<file path="src/rtl/ghostbox_pkg.sv">
// Shared GhostBox types and constants: scheduler state encoding, LFSR taps and seed.
package ghostbox_pkg;

  localparam logic [1:0] ST_IDLE  = 2'd0;
  localparam logic [1:0] ST_PULSE = 2'd1;
  localparam logic [1:0] ST_GAP   = 2'd2;

  typedef enum logic [1:0] {
    IDLE  = ST_IDLE,
    PULSE = ST_PULSE,
    GAP   = ST_GAP
  } state_t;

  localparam logic [15:0] LFSR_TAPS         = 16'hB400;
  localparam logic [15:0] LFSR_DEFAULT_SEED = 16'hACE1;

  // Number of gap base units for a level: 16 at level 0 down to 1 at level 15.
  function automatic logic [31:0] gap_units(input logic [3:0] level);
    return 32'(5'd16 - {1'b0, level});
  endfunction

endpackage

</file>
<file path="src/rtl/click_lfsr.sv">
// Free-running 16-bit Galois LFSR (right shift) used to jitter the click gaps.
module click_lfsr
  import ghostbox_pkg::*;
#(
  parameter logic [15:0] SEED = LFSR_DEFAULT_SEED
) (
  input  logic        i_clk,
  input  logic        i_rst_n,
  output logic [15:0] o_state
);

  logic [15:0] lfsr_reg;
  logic [15:0] lfsr_next;

  // Each bit takes its upper neighbour, XORed with the shifted-out bit where a tap sits.
  generate
    for (genvar gi = 0; gi < 15; gi++) begin : g_tap
      assign lfsr_next[gi] = lfsr_reg[gi+1] ^ (LFSR_TAPS[gi] & lfsr_reg[0]);
    end
  endgenerate
  assign lfsr_next[15] = LFSR_TAPS[15] & lfsr_reg[0];

  always_ff @(posedge i_clk or negedge i_rst_n) begin
    if (!i_rst_n) begin
      lfsr_reg <= SEED;
    end else begin
      lfsr_reg <= lfsr_next;
    end
  end

  assign o_state = lfsr_reg;

endmodule

</file>
<file path="src/rtl/click_scheduler.sv">
// Click sequencer: turns an activity level into jittered periodic click pulses,
// plus one-shot triggered clicks, with a wrapping count of clicks started.
module click_scheduler
  import ghostbox_pkg::*;
#(
  parameter int unsigned PULSE_CYCLES = 30000,
  parameter int unsigned GAP_SHIFT    = 20,
  parameter logic [15:0] JITTER_MASK  = 16'h3FFF,
  parameter logic [15:0] LFSR_SEED    = LFSR_DEFAULT_SEED
) (
  input  logic       i_clk,
  input  logic       i_rst_n,
  input  logic       i_enable,
  input  logic [3:0] i_level,
  input  logic       i_trig,
  output logic       o_click,
  output logic       o_busy,
  output logic [7:0] o_click_cnt
);

  localparam logic [31:0] PULSE_LOAD = 32'(PULSE_CYCLES - 1);

  state_t      state_reg, state_next;
  logic [31:0] cnt_reg, cnt_next;
  logic        click_reg, click_next;
  logic [7:0]  click_cnt_reg, click_cnt_next;
  logic [15:0] lfsr_state;
  logic        periodic;
  logic        start_pulse;
  logic [31:0] gap_len;

  click_lfsr #(
    .SEED(LFSR_SEED)
  ) u_lfsr (
    .i_clk  (i_clk),
    .i_rst_n(i_rst_n),
    .o_state(lfsr_state)
  );

  assign periodic = i_enable && (i_level != 4'd0);
  assign gap_len  = (gap_units(i_level) << GAP_SHIFT) + {16'd0, lfsr_state & JITTER_MASK};

  always_comb begin
    state_next     = state_reg;
    cnt_next       = cnt_reg;
    click_next     = click_reg;
    click_cnt_next = click_cnt_reg;
    start_pulse    = 1'b0;

    case (state_reg)
      IDLE: begin
        if (i_trig || periodic) start_pulse = 1'b1;
      end
      PULSE: begin
        // Triggers are deliberately ignored here; a pulse always runs full width.
        if (cnt_reg == 32'd0) begin
          click_next = 1'b0;
          if (periodic) begin
            state_next = GAP;
            cnt_next   = gap_len;
          end else begin
            state_next = IDLE;
          end
        end else begin
          cnt_next = cnt_reg - 32'd1;
        end
      end
      GAP: begin
        // Trigger beats a simultaneous disable.
        if (i_trig) begin
          start_pulse = 1'b1;
        end else if (!periodic) begin
          state_next = IDLE;
        end else if (cnt_reg == 32'd0) begin
          start_pulse = 1'b1;
        end else begin
          cnt_next = cnt_reg - 32'd1;
        end
      end
      default: begin
        state_next = IDLE;
        click_next = 1'b0;
      end
    endcase

    if (start_pulse) begin
      state_next     = PULSE;
      click_next     = 1'b1;
      cnt_next       = PULSE_LOAD;
      click_cnt_next = click_cnt_reg + 8'd1;
    end
  end

  always_ff @(posedge i_clk or negedge i_rst_n) begin
    if (!i_rst_n) begin
      state_reg     <= IDLE;
      cnt_reg       <= 32'd0;
      click_reg     <= 1'b0;
      click_cnt_reg <= 8'd0;
    end else begin
      state_reg     <= state_next;
      cnt_reg       <= cnt_next;
      click_reg     <= click_next;
      click_cnt_reg <= click_cnt_next;
    end
  end

  assign o_click     = click_reg;
  assign o_busy      = (state_reg != IDLE);
  assign o_click_cnt = click_cnt_reg;

endmodule

</file>
<file path="config.mk">
export PLATFORM = sky130hd
export DESIGN_NAME = click_scheduler
export DESIGN_NICKNAME = d
export VERILOG_FILES = /design/src/rtl/ghostbox_pkg.sv /design/src/rtl/click_lfsr.sv /design/src/rtl/click_scheduler.sv
export SDC_FILE = /design/constraint.sdc
export NUM_CORES = 1
export LEC_CHECK = 0
export CAP_MARGIN = 20
export CORE_ASPECT_RATIO = 0.9
export CORE_MARGIN = 10
export CORE_UTILIZATION = 30
export DETAILED_ROUTE_END_ITERATION = 6
export GPL_ROUTABILITY_DRIVEN = 0
export SLEW_MARGIN = 0
export SYNTH_ARGS = -nofsm -noshare
export SYNTH_HDL_FRONTEND = slang
export SYNTH_SLANG_ARGS = --single-unit
</file>
<file path="constraint.sdc">
create_clock -name i_clk -period 2.9 [get_ports i_clk]
set_input_delay 0.58 -clock i_clk [delete_from_list [all_inputs] [get_ports i_clk]]
set_output_delay 0.58 -clock i_clk [all_outputs]
set_load 0.05 [all_outputs]
</file>
Word level (Yosys, flattened, before mapping):

Index checks and enable logic that the tools add are counted.
W data, S select, Z words.

* logic and storage cells: 54
* bits in registers: 59
* bits of input ports: 8

* reductions and logical operators: 11
* bitwise gates (word level): 3
* add/sub/neg operators: 4
* equal/unequal tests: 10
* muxes and demuxes: 21

Operator list (count)
* $mux W32: 6
* $pmux W32 S2: 1
* $logic_not A32 Y1: 1
* $sub A32 B1 Y32 const B: 1
* $add A26 B15 Y27: 1
* $ne A3 B3 Y1 const B: 5
* $mux W2: 5
* $add A8 B1 Y8 const B: 1
* $mux W1: 6
* $pmux W2 S3: 1
* $sub A5 B4 Y6 const A: 1
* $reduce_and A5 Y1: 1
* $ne A4 B4 Y1 const B: 1
* $pmux W1 S2: 2
* $reduce_and A4 Y1: 1
* $reduce_bool A4 Y1: 1
* $reduce_bool A3 Y1: 1
* $xor A1 B1 Y1: 3
* $eq A2 B1 Y1 const B: 1
* $eq A2 B2 Y1 const B: 1
* $logic_not A2 Y1: 1
* $ne A2 B1 Y1 const B: 1
* $ne A2 B2 Y1 const B: 1
* $reduce_and A2 Y1: 1
* 4 further kinds: 4

Depth between registers and ports, before layout:

Gate-level depths: netlist of the first run.

* depth after elaboration: 7
* gate-level depth with buffers: 10
* depth with buffers taken out: 8

Hierarchy:

Synthesis of the first run repeated with hierarchy kept, for this count alone.

* cell total of the unflattened synthesis: 344
* area, all modules: 3209.3 um^2

Modules (own cells, without submodules)
* click_scheduler: area an instance 2675.1 um^2, times used 1, cells an instance 312
* click_lfsr: area an instance 534.3 um^2, times used 1, cells an instance 32

Worst setup path after synthesis of the first run:

OpenSTA, ideal clock, no wires.

* path kind: register to register
* start point: register cnt_reg[10]
* end point: register cnt_reg[10]
* path slack: 0.160 ns
* period minus slack after synthesis: 2.740 ns
* stages on the path, launching flop included: 9
* setup time: 0.154 ns
* path buffers: 3
* data arrival time: 2.586 ns
* cell sequence: dfrtp_1 > or4_4 > or4_4 > buf_6 > or4_4 > buf_6 > buf_6 > o21ai_1 > a22oi_1

* longest elaborated chain between the ends: 7
* elaborated cells on any way between the ends: 18
* classes of those cells: 1 x add/sub; 4 x eq/ne; 10 x mux; 3 x reduce/logical

Ends and longest elaborated chain
* start, declared: line click_scheduler.sv:24 `logic [31:0] cnt_reg, cnt_next;`
* start signal, assigned: line click_scheduler.sv:102 `cnt_reg <= cnt_next;`
* branches (longest 7 deep; another with $sub A32 B1 Y32)

Several ways; the timed one is not identified. The select of a mux whose other input is x is not followed.
A chain may end at the register's enable or synchronous reset.

Final worst setup path of the first run:

* start point: register cnt_reg[17]
* end point: register cnt_reg[28]

Same word-level chain as after synthesis.

==> key figures, run 1 <==
STA
  • Hold Violations, Final: 0
  • # setup viols final: 0
  • Max Freq: between 300 and 400 MHz
  • Final Skew: roughly 0.0058 ns
  • Crit share post-route: a little over nine tenths
  • Slew Limit Headroom: between 30% and 40%
  • Max Slew Vio Count: 0
  • Unrepaired setup endpoints after global routing: yes
  • Worst slew pin tran: ~0.94 ns
  • Final Worst Setup Slack: 0.0450 ns
  • TNS Setup: 0 ns
  • Post-route minimum period: around 2.9 ns

Setup path
  • Setup CP Type: register to register
  • Worst path max stage delay: approximately 0.6 ns
  • Worst Setup Start Kind: register
  • CP endpoint kind: register
  • Critical path arrival: between 3 and 4 ns
  • CP max FO: 6
  • CP required: approximately 3.2 ns
  • R2R depth: 7
  • Most used cell, CP: or4_4
  • Slowest-stage cell, CP: or4_4
  • CP Cell Sequence: or4_4, or4_4, buf_4, nor4_4, o211ai_2, or4_4, a21oi_2

Logic synthesis
  • Leading area contributor after synthesis: dfrtp_1
  • Warnings, synthesis: 0
  • Sequential-to-total area share from yosys stat: between 40% and 50%
  • Synth Register Bits: between 50 and 60
  • Asr flop ratio synth: 100%
  • Main flop type after synthesis: dfrtp_1
  • Top cells by area, synth: dfrtp_1 (41%), dfstp_2 (6.7%), xor2_1 (4.5%), o21ai_0 (4.3%), nor2_1 (3.6%)
  • Count of different cell masters after synthesis: 57
  • Synthesized Nets: approximately 340
  • Top-area cell type share of the netlist area: 40.6%
  • EDFF count, synth: 0
  • Cells after Synth: 327
  • Syn Area/Cell: between 9 and 10 µm²
  • Cell Area, Synth: between 0.003 and 0.004 mm²

CTS
  • Clock Tree Buf Depth: 2
  • CTS root buffer: clkbuf_16
  • Worst-skew pair later-pin latency: between 0.3 and 0.4 ns
  • H-Tree Depth: 3
  • CTS Sinks: 59
  • Clock buffer count from CTS: 9
  • Hold-fix buffers, CTS: 0
  • Clock transition at path regs: approximately 0.060 ns
  • CTS tree: yes

Cells and area
  • Nets: around 400
  • # diodes: 0
  • Multi-input gate area: roughly 0.0016 mm²
  • Layout cells sized above 1: 21.8%
  • Syn-to-layout area delta: 29.2%
  • Fillers: about 1000
  • FF+latch area: 0.00149 mm²
  • Core Util, Final: between 30 and 40%
  • Flip-flop count of the largest register after layout: 32

Die
  • Core footprint: 0.0102 mm²
  • Die Y: 117 µm
  • Total Die Area: between 0.01 and 0.015 mm²
  • Row cnt: 35
  • Initial core utilization: 30.7%
  • IO Count: 18
  • Chip width: approximately 130 µm

Routing
  • Initial DRC Count: 215
  • 1st-pass router iterations: 4
  • Vias per cell: ~5.3
  • WL per Instance: about 16 µm
  • Vias: around 2700
  • Drt drc: 0
  • DRT antenna net count: 0
  • Wirelength, routed: 8380 µm

Run
  • Max cap viols: 0

Status
  • Status: completed

Global routing
  • Gr usage total: 11.8%
  • First-pass GRT wire length: around 14000 µm
  • Antenna violations before repair: 0
  • Largest net degree at the start of global routing: between 40 and 50
  • Vias in the first global route: about 2800
  • GRT overflow: 0

Power
  • Maximum VDD drop: 0.000636 V
  • Pwr per Cell Area: between 700 and 800 mW/mm²
  • Lkg Pwr: about 1.8 nW

Placement
  • IO buf count: 17
  • Setup WS pre-CTS: -0.0333 ns
  • Post-DP HPWL: about 6100 µm

Min path
  • Hold Path Class: register to register
  • Hold Path Depth: 0
report_power, final:
part           internal, mW  switching, mW  leakage (nW)  total (mW)
registers             0.918          0.117         0.719        1.04
logic                 0.269          0.420         0.882       0.689
clock network         0.798          0.393         0.159        1.19
routing by layer:
layer | track usage, % | vias up | share of wire (%)
met5 | 0 | - | 0
met4 | 3.90 | 0 | 1.2
met3 | 3.02 | 11 | 4.8
met2 | 17.7 | 73 | 44
met1 | 16.1 | 1319 | 50
li1 | - | 1327 | -
through the flow:
| stage | area [µm²] | instances | hold WS [ns] | total power [mW] |
|---|---|---|---|---|
| floorplan | 3140 | 327 | 0.284 | 1.46 |
| global placement | 3690 | 502 | 0.354 | 1.72 |
| detailed placement | 3690 | 502 | 0.361 | 1.73 |
| CTS | 4020 | 518 | 0.369 | 2.93 |
| global route | 4060 | 519 | 0.375 | 3.05 |
| finish | 4060 | 519 | 0.367 | 2.92 |
worst max-delay path: cells and delay by family, from the launching register on:
kind | cells | cell delay [ns]
AND/OR/NAND/NOR | 4 | 1.92
AO/OA/AOI/OAI | 2 | 0.30
flip-flops | 1 | 0.38
buffers and inverters | 1 | 0.18
what timing repair did:
item | 4_1_cts | 5_1_grt
setup endpoints to repair | 0 | 7
buffers inserted | 0 | 1
resized for setup | 0 | 5
final timing paths:
check                                  start                 to  slack (ns)
max in group asynchronous            i_rst_n        cnt_reg[22]        1.76
min reg2reg                u_lfsr.o_state[7]  u_lfsr.o_state[6]        0.37
max                              cnt_reg[17]        cnt_reg[28]        0.05
max reg2reg                      cnt_reg[17]        cnt_reg[28]        0.05
min                        u_lfsr.o_state[7]  u_lfsr.o_state[6]        0.37
min in group asynchronous            i_rst_n  u_lfsr.o_state[2]        0.40
Yosys cell counts, types with 6 or more instances:
cell     instances
dfrtp_1         51
nor2_1          30
o21ai_0         27
nand2_1         26
a21oi_1         21
xor2_1          16
nor3_1          13
o21ai_1         11
inv_1           10
dfstp_2          8
nand3_1          8
and3_1           6
cell usage in the layout, fill, tap and decap left out, drive strengths merged, types with 2 or more instances in the layout:
cell type / count
a211oi: 2
o211ai: 4
o31a: 2
a21oi: 21
nand4: 4
clkbuf: 12
xnor2: 4
inv: 10
a22o: 4
nand3: 8
buf: 39
dfstp: 8
o21ai: 39
nor2: 30
o31ai: 5
o2111ai: 2
mux2: 2
dfrtp: 51
or3b: 2
clkdlybuf4s50: 16
ha: 4
bufinv: 2
nor4: 9
nand2: 27
xor2: 16
and3: 6
or4: 8
a31oi: 3
a22oi: 2
nor4b: 3
or3: 5
nand2b: 5
nor3: 14
or2: 3
nor3b: 2
area by class of cell:
class | count | area share, %
multi-input combinational | 250 | 39.3
sequential | 59 | 36.6
timing repair buffer | 55 | 11.1
clock buffer | 12 | 6.32
tap | 129 | 3.98
clock inverter | 4 | 1.79
inverter | 10 | 0.925
kinds of logic (layout without fill, tap and decap cells):
logic type / count (synthesis) / after routing / share of synthesized area [%]
flops: 59 / 59 / 47.3
buf+inv: 18 / 81 / 2.91
simple gates: 131 / 131 / 23.5
mux: 3 / 3 / 1.04
fa+ha+maj: 4 / 4 / 1.59
xor+xnor: 20 / 20 / 5.58
compound gates: 92 / 92 / 18.1
Note: power is estimated with default switching activity, not from simulation.
==> run 2: changes to the inputs <==
Settings changed: ABC_AREA set to 1, CAP_MARGIN 20 to 0, CORE_UTILIZATION 30 to 39.
==> run 2 against run 1 <==
Combinational power decreased by 91%. Die area shrank 7.6%. Count of clock-buffer cells in the layout is the same. Via count grew 22%. Core utilization up 5.5 points. Non-clock buffer count decreased by 33. Critical path type is now register to primary output. Highest routed layer unchanged.
==> key figures, run 2 <==
Status
  • Status: completed

Die
  • Chip width: roughly 120 µm
  • Total Die Area: between 0.01 and 0.015 mm²
  • Core footprint: 0.00921 mm²
  • Initial core utilization: 40.4%
  • Die Y: 113 µm
  • Row cnt: 33
  • IO Count: 18

CTS
  • Worst-skew pair later-pin latency: 0.36 ns
  • Clock Tree Buf Depth: 2
  • # resized after CTS: 0
  • CTS Sinks: 59
  • Hold-fix buffers, CTS: 0
  • CTS root buffer: clkbuf_8
  • H-Tree Depth: 3
  • CTS tree: yes
  • Clock buffer count from CTS: 9
  • Clock transition at path regs: approximately 0.060 ns
  • Setup repair bufs after CTS: 0

STA
  • # setup viols final: 0
  • Max Freq: 417 MHz
  • Hold Violations, Final: 0
  • Max Slew Vio Count: 0
  • Final Skew: between 0.01 and 0.015 ns
  • Final Worst Setup Slack: 0.499 ns
  • Unrepaired setup endpoints after global routing: no
  • Crit share post-route: slightly above 80%
  • Worst slew pin tran: approximately 0.58 ns
  • Slew Limit Headroom: 61.6%
  • TNS Setup: 0 ns
  • Post-route minimum period: 2.40 ns

Cells and area
  • Multi-input gate area: between 0.0015 and 0.002 mm²
  • Flip-flop count of the largest register after layout: 32
  • FF+latch area: between 0.001 and 0.0015 mm²
  • Fillers: ~940
  • Commonest cells after routing, fill and taps aside: nand2_1 (170), nor2_1 (67), nand3_1 (60)
  • # diodes: 0
  • Most common cell after layout, fill and taps aside: nand2_1
  • Syn-to-layout area delta: 11.8%
  • Nets: between 500 and 600
  • Layout cells sized above 1: 10.7%

Min path
  • Hold Path Class: input port to asynchronous set/reset pin

Power
  • Pwr Total: 1.70 mW
  • Pwr per Cell Area: slightly above 400 mW/mm²
  • Lkg Pwr: between 1.5 and 2 nW
  • Maximum VDD drop: between 0.0003 and 0.0004 V

Logic synthesis
  • Asr flop ratio synth: 100%
  • Count leader, synth: nand2_1
  • Warnings, synthesis: 0
  • Leading area contributor after synthesis: dfrtp_1
  • Top-area cell type share of the netlist area: approximately a third
  • Main flop type after synthesis: dfrtp_1
  • Sequential-to-total area share from yosys stat: between 40% and 50%
  • Count of different cell masters after synthesis: 31
  • Syn Area/Cell: between 7 and 8 µm²
  • Synth Register Bits: 59
  • Cells after Synth: approximately 510
  • Top cells by area, synth: dfrtp_1 (34%), nand2_1 (17%), nand3_1 (8.1%), nor2_1 (6.8%), dfstp_2 (5.7%)
  • Synthesized Nets: roughly 530
  • Synth top cells by count: nand2_1 (171), nor2_1 (67), nand3_1 (60)
  • EDFF count, synth: 0
  • Cell Area, Synth: roughly 0.0037 mm²

Setup path
  • Worst Setup Start Kind: register
  • Setup CP Type: register to primary output
  • CP max FO: 7
  • CP endpoint kind: primary output
  • CP required: ~2.3 ns
  • Critical path arrival: ~1.8 ns

Global routing
  • GRT overflow: 0
  • Gr usage total: 14.2%
  • Vias in the first global route: 3074
  • Antenna violations before repair: 0
  • Largest net degree at the start of global routing: 38
  • First-pass GRT wire length: roughly 16000 µm

Placement
  • Setup WS pre-CTS: between 0.2 and 0.25 ns
  • IO buf count: 17
  • Post-DP HPWL: 6620 µm

Routing
  • Initial DRC Count: 207
  • Drt drc: 0
  • WL per Instance: 14.0 µm
  • 1st-pass router iterations: 4
  • Vias per cell: about 5
  • Vias: around 3300
  • DRT antenna net count: 0
  • Wirelength, routed: 9210 µm

Run
  • Max cap viols: 0
[run 2: cell types whose count changed after synthesis, sizes merged, moves of 11 or more]
cell,delta
inv,+22
o21ai,-14
nand2,+150
buf,+11
nor2,+49
nor3,-12
nand3,+54
[run 2: area by class of cell]
cell class | count | share of cell area (%)
tap | 122 | 3.67
multi-input combinational | 405 | 47.2
clock buffer | 12 | 3.97
inverter | 33 | 3.04
sequential | 59 | 35.8
timing repair buffer | 22 | 5.18
clock inverter | 4 | 1.14
[run 2: worst max-delay path, stage by stage, from the launching register on]
cell and delay, ns:
dfrtp_1 0.45, or2_2 0.31, clkdlybuf4s50_1 0.71
[run 2: logic make-up after synthesis]
group	count (synthesis)	share of synthesized area, %
adder cells (fa/ha/maj)	4	1.35
buffers and inverters	49	7.27
AO/OA/AOI/OAI	43	6.23
flip-flops	59	40.0
XOR/XNOR	28	6.60
AND/OR/NAND/NOR	330	38.6
[run 2: final timing paths]
| check | startpoint | endpoint | slack [ns] | depth (start not counted) |
|---|---|---|---|---|
| setup / recovery | state_reg[0] | o_busy | 0.50 | 2 |
| hold / removal | i_rst_n | cnt_reg[18] | 0.22 | 1 |
| setup reg to reg | cnt_reg[0] | cnt_reg[5] | 0.67 | 13 |
| hold reg to reg | u_lfsr.o_state[6] | u_lfsr.o_state[5] | 0.37 | 0 |
| max in group asynchronous | i_rst_n | u_lfsr.o_state[11] | 1.94 | 2 |
| min in group i_clk | u_lfsr.o_state[6] | u_lfsr.o_state[5] | 0.37 | 0 |
[run 2: per-stage QoR]
step	utilization, %	instances	hold slack, ns	instance area (µm²)
after floorplan	-	513	0.284	3720
after global placement	42.8	641	0.358	3940
after detailed placement	42.8	641	0.359	3940
after CTS	45.1	657	0.230	4160
after global routing	45.1	657	0.244	4160
final	45.1	657	0.221	4160
[run 2: per-layer routing]
layer / routed length (µm) / part of all wire (%) / vias up / global-route usage (%)
met5: 0 / 0 / - / 0
met2: 4060 / 44 / 80 / 20.8
met3: 535 / 5.8 / 10 / 4.71
met4: 109 / 1.2 / 0 / 3.92
met1: 4510 / 49 / 1555 / 19.5
li1: - / - / 1675 / -
[run 2: power breakdown]
part           total [mW]  internal [mW]  switching [mW]
registers           0.832          0.827         0.00494
logic              0.0640         0.0211          0.0429
clock network       0.806          0.464           0.342
total                1.70           1.31           0.390
==> run 3: changes to the inputs <==
Clock period 2.9 ns to 2.01 ns, I/O delays scaled along.
==> run 3 against run 2 <==
Clock skew fell by 0.0061 ns. Setup slack got worse by 0.45 ns. Non-clock buffer count increased by 44. Die area stayed put. Count of clock-buffer cells in the layout decreased by 2. Design area grew 14%. Core utilization increased by 6.5 points. Combinational power rose by 81%. Largest power group is now clock.
==> key figures, run 3 (same netlist as run 2, synthesis figures left out) <==
Status
  • Status: completed

Placement
  • Cells after DPL: 679
  • Post-DP HPWL: a little over 7000 µm
  • Setup WS pre-CTS: -0.321 ns
  • IO buf count: 17

Die
  • Initial core utilization: a little over 40%
  • Chip width: ~120 µm
  • Total Die Area: between 0.01 and 0.015 mm²
  • IO Count: 18
  • Core footprint: between 0.009 and 0.01 mm²
  • Row cnt: 33
  • Die Y: between 100 and 150 µm

CTS
  • H-Tree Depth: 3
  • CTS root buffer: clkbuf_8
  • Clock transition at path regs: 0.07 ns
  • CTS Sinks: 59
  • Clock Tree Buf Depth: 2
  • Hold-fix buffers, CTS: 0
  • Worst-skew pair later-pin latency: between 0.3 and 0.4 ns
  • CTS tree: yes
  • Clock buffer count from CTS: 9

STA
  • Slew Limit Headroom: between 60% and 70%
  • Unrepaired setup endpoints after global routing: yes
  • Max Slew Vio Count: 0
  • Hold Violations, Final: 0
  • Final Worst Setup Slack: 0.0484 ns
  • # setup viols final: 0
  • Final Skew: 0.00671 ns
  • Max Freq: 510 MHz
  • Post-route minimum period: around 2.0 ns
  • Crit share post-route: between 90% and 100%
  • Worst slew pin tran: 0.504 ns

Routing
  • DRT antenna net count: 0
  • 1st-pass router iterations: 5
  • Drt drc: 0
  • Vias: ~3500
  • Initial DRC Count: around 170
  • Wirelength, routed: between 9000 and 10000 µm
  • WL per Instance: around 14 µm
  • Vias per cell: 5.01

Cells and area
  • Layout cells sized above 1: 20.3%
  • Commonest cells after routing, fill and taps aside: nand2_1 (168), nor2_1 (64), nand3_1 (60)
  • Flip-flop count of the largest register after layout: 32
  • Core Util, Final: between 50% and 60%
  • Syn-to-layout area delta: 27.8%
  • # diodes: 0
  • Most common cell after layout, fill and taps aside: nand2_1
  • Nets: around 590
  • Post-Layout Cell Count: ~700

Setup path
  • Slowest-stage cell, CP: clkdlybuf4s50_1
  • CP required: 1.61 ns
  • Setup CP Type: register to primary output
  • Reg-to-Reg End: cnt_reg[5]
  • CP Cell Sequence: clkdlybuf4s50_1
  • Worst path max stage delay: 0.82 ns
  • WP buf/inv: 1
  • RR Startpoint: cnt_reg[1]
  • Worst Setup Start Kind: register
  • Critical path arrival: about 1.6 ns
  • R2R depth: 14
  • CP endpoint kind: primary output
  • CP max FO: 4
  • Delay-heaviest family, CP: buffers and inverters
  • Reg2Reg Setup Slack: 0.12 ns

Power
  • Comb pwr share: approximately 4.5%
  • Sw Pwr: roughly 600 µW
  • Lkg Pwr: 2.22 nW
  • Sequential fraction of design power: between 40% and 50%
  • Power share of the clock group: just under 50%
  • Maximum VDD drop: between 0.0004 and 0.0005 V
  • Pwr Total: 2.56 mW
  • Pwr per Cell Area: about 540 mW/mm²
  • P_int: ~2.0 mW
  • Switching share of total power: 22.9%

Global routing
  • First-pass GRT wire length: between 15000 and 20000 µm
  • GRT overflow: 0
  • Vias in the first global route: around 3300
  • Largest net degree at the start of global routing: 39
  • Antenna violations before repair: 0
  • Gr usage total: roughly 14%

Run
  • Max cap viols: 0

Min path
  • Hold Path Class: input port to asynchronous set/reset pin
## run 3: cell count changes in the layout (fill, tap and decap cells not counted), moves of 3 or more
cell             delta
buf_12              +7
buf_4              +36
clkbuf_16           +3
clkdlybuf4s50_1     -7
ha_1                -3
inv_6               +3
nor2_1              -3
## run 3: area by class of cell
type / instances / area, µm²
Tap cell: 122 / 153
Fill cell: 901 / 4460
Clock inverter: 6 / 87.6
Clock buffer: 10 / 138
Timing Repair Buffer: 66 / 693
Sequential cell: 59 / 1490
Inverter: 33 / 134
Multi-Input combinational cell: 406 / 2060
## run 3: metrics by stage
stage | TNS (ns) | instance area [µm²] | hold slack [ns]
3_5_place_dp | -11.19 | 4280 | 0.359
6_report | 0 | 4750 | 0.0384
3_3_place_gp | -8.36 | 4280 | 0.357
5_1_grt | -0.0704 | 4750 | 0.0419
4_1_cts | 0 | 4500 | 0.0294
2_1_floorplan | 0 | 3720 | 0.106
## run 3: how the worst max path moves through the flow
stage               slack [ns]      startpoint             end  cells after the start
floorplan                 0.28      cnt_reg[0]     cnt_reg[16]                     14
CTS                       0.02  o_click_cnt[0]  o_click_cnt[0]                      1
global route             -0.02      cnt_reg[0]      cnt_reg[2]                     13
finish                    0.05  o_click_cnt[5]  o_click_cnt[5]                      1
detailed placement       -0.32      i_level[0]      cnt_reg[8]                     13
global placement         -0.24      i_level[0]      cnt_reg[0]                     13
## run 3: per-layer routing
layer  routed length [µm]  share of wire (%)  global-route usage [%]
met3                  485                4.9                    3.11
met2                 4380                 44                    20.5
met4                  183                1.8                    5.42
met5                    0                  0                       0
met1                 4950                 49                    19.7
## run 3: power by group through the flow
stage / Combinational [mW] / Sequential (mW) / Clock [mW]
6_report: 0.116 / 1.20 / 1.24
5_1_grt: 0.126 / 1.20 / 1.33
3_3_place_gp: 0.109 / 1.22 / 0
3_5_place_dp: 0.111 / 1.22 / 0
4_1_cts: 0.111 / 1.20 / 1.27
2_1_floorplan: 0.0175 / 1.24 / 0
## run 3: timing repair
action	4_1_cts	5_1_grt
setup endpoints to repair	0	42
gates resized for setup	0	32
buffers inserted	0	2
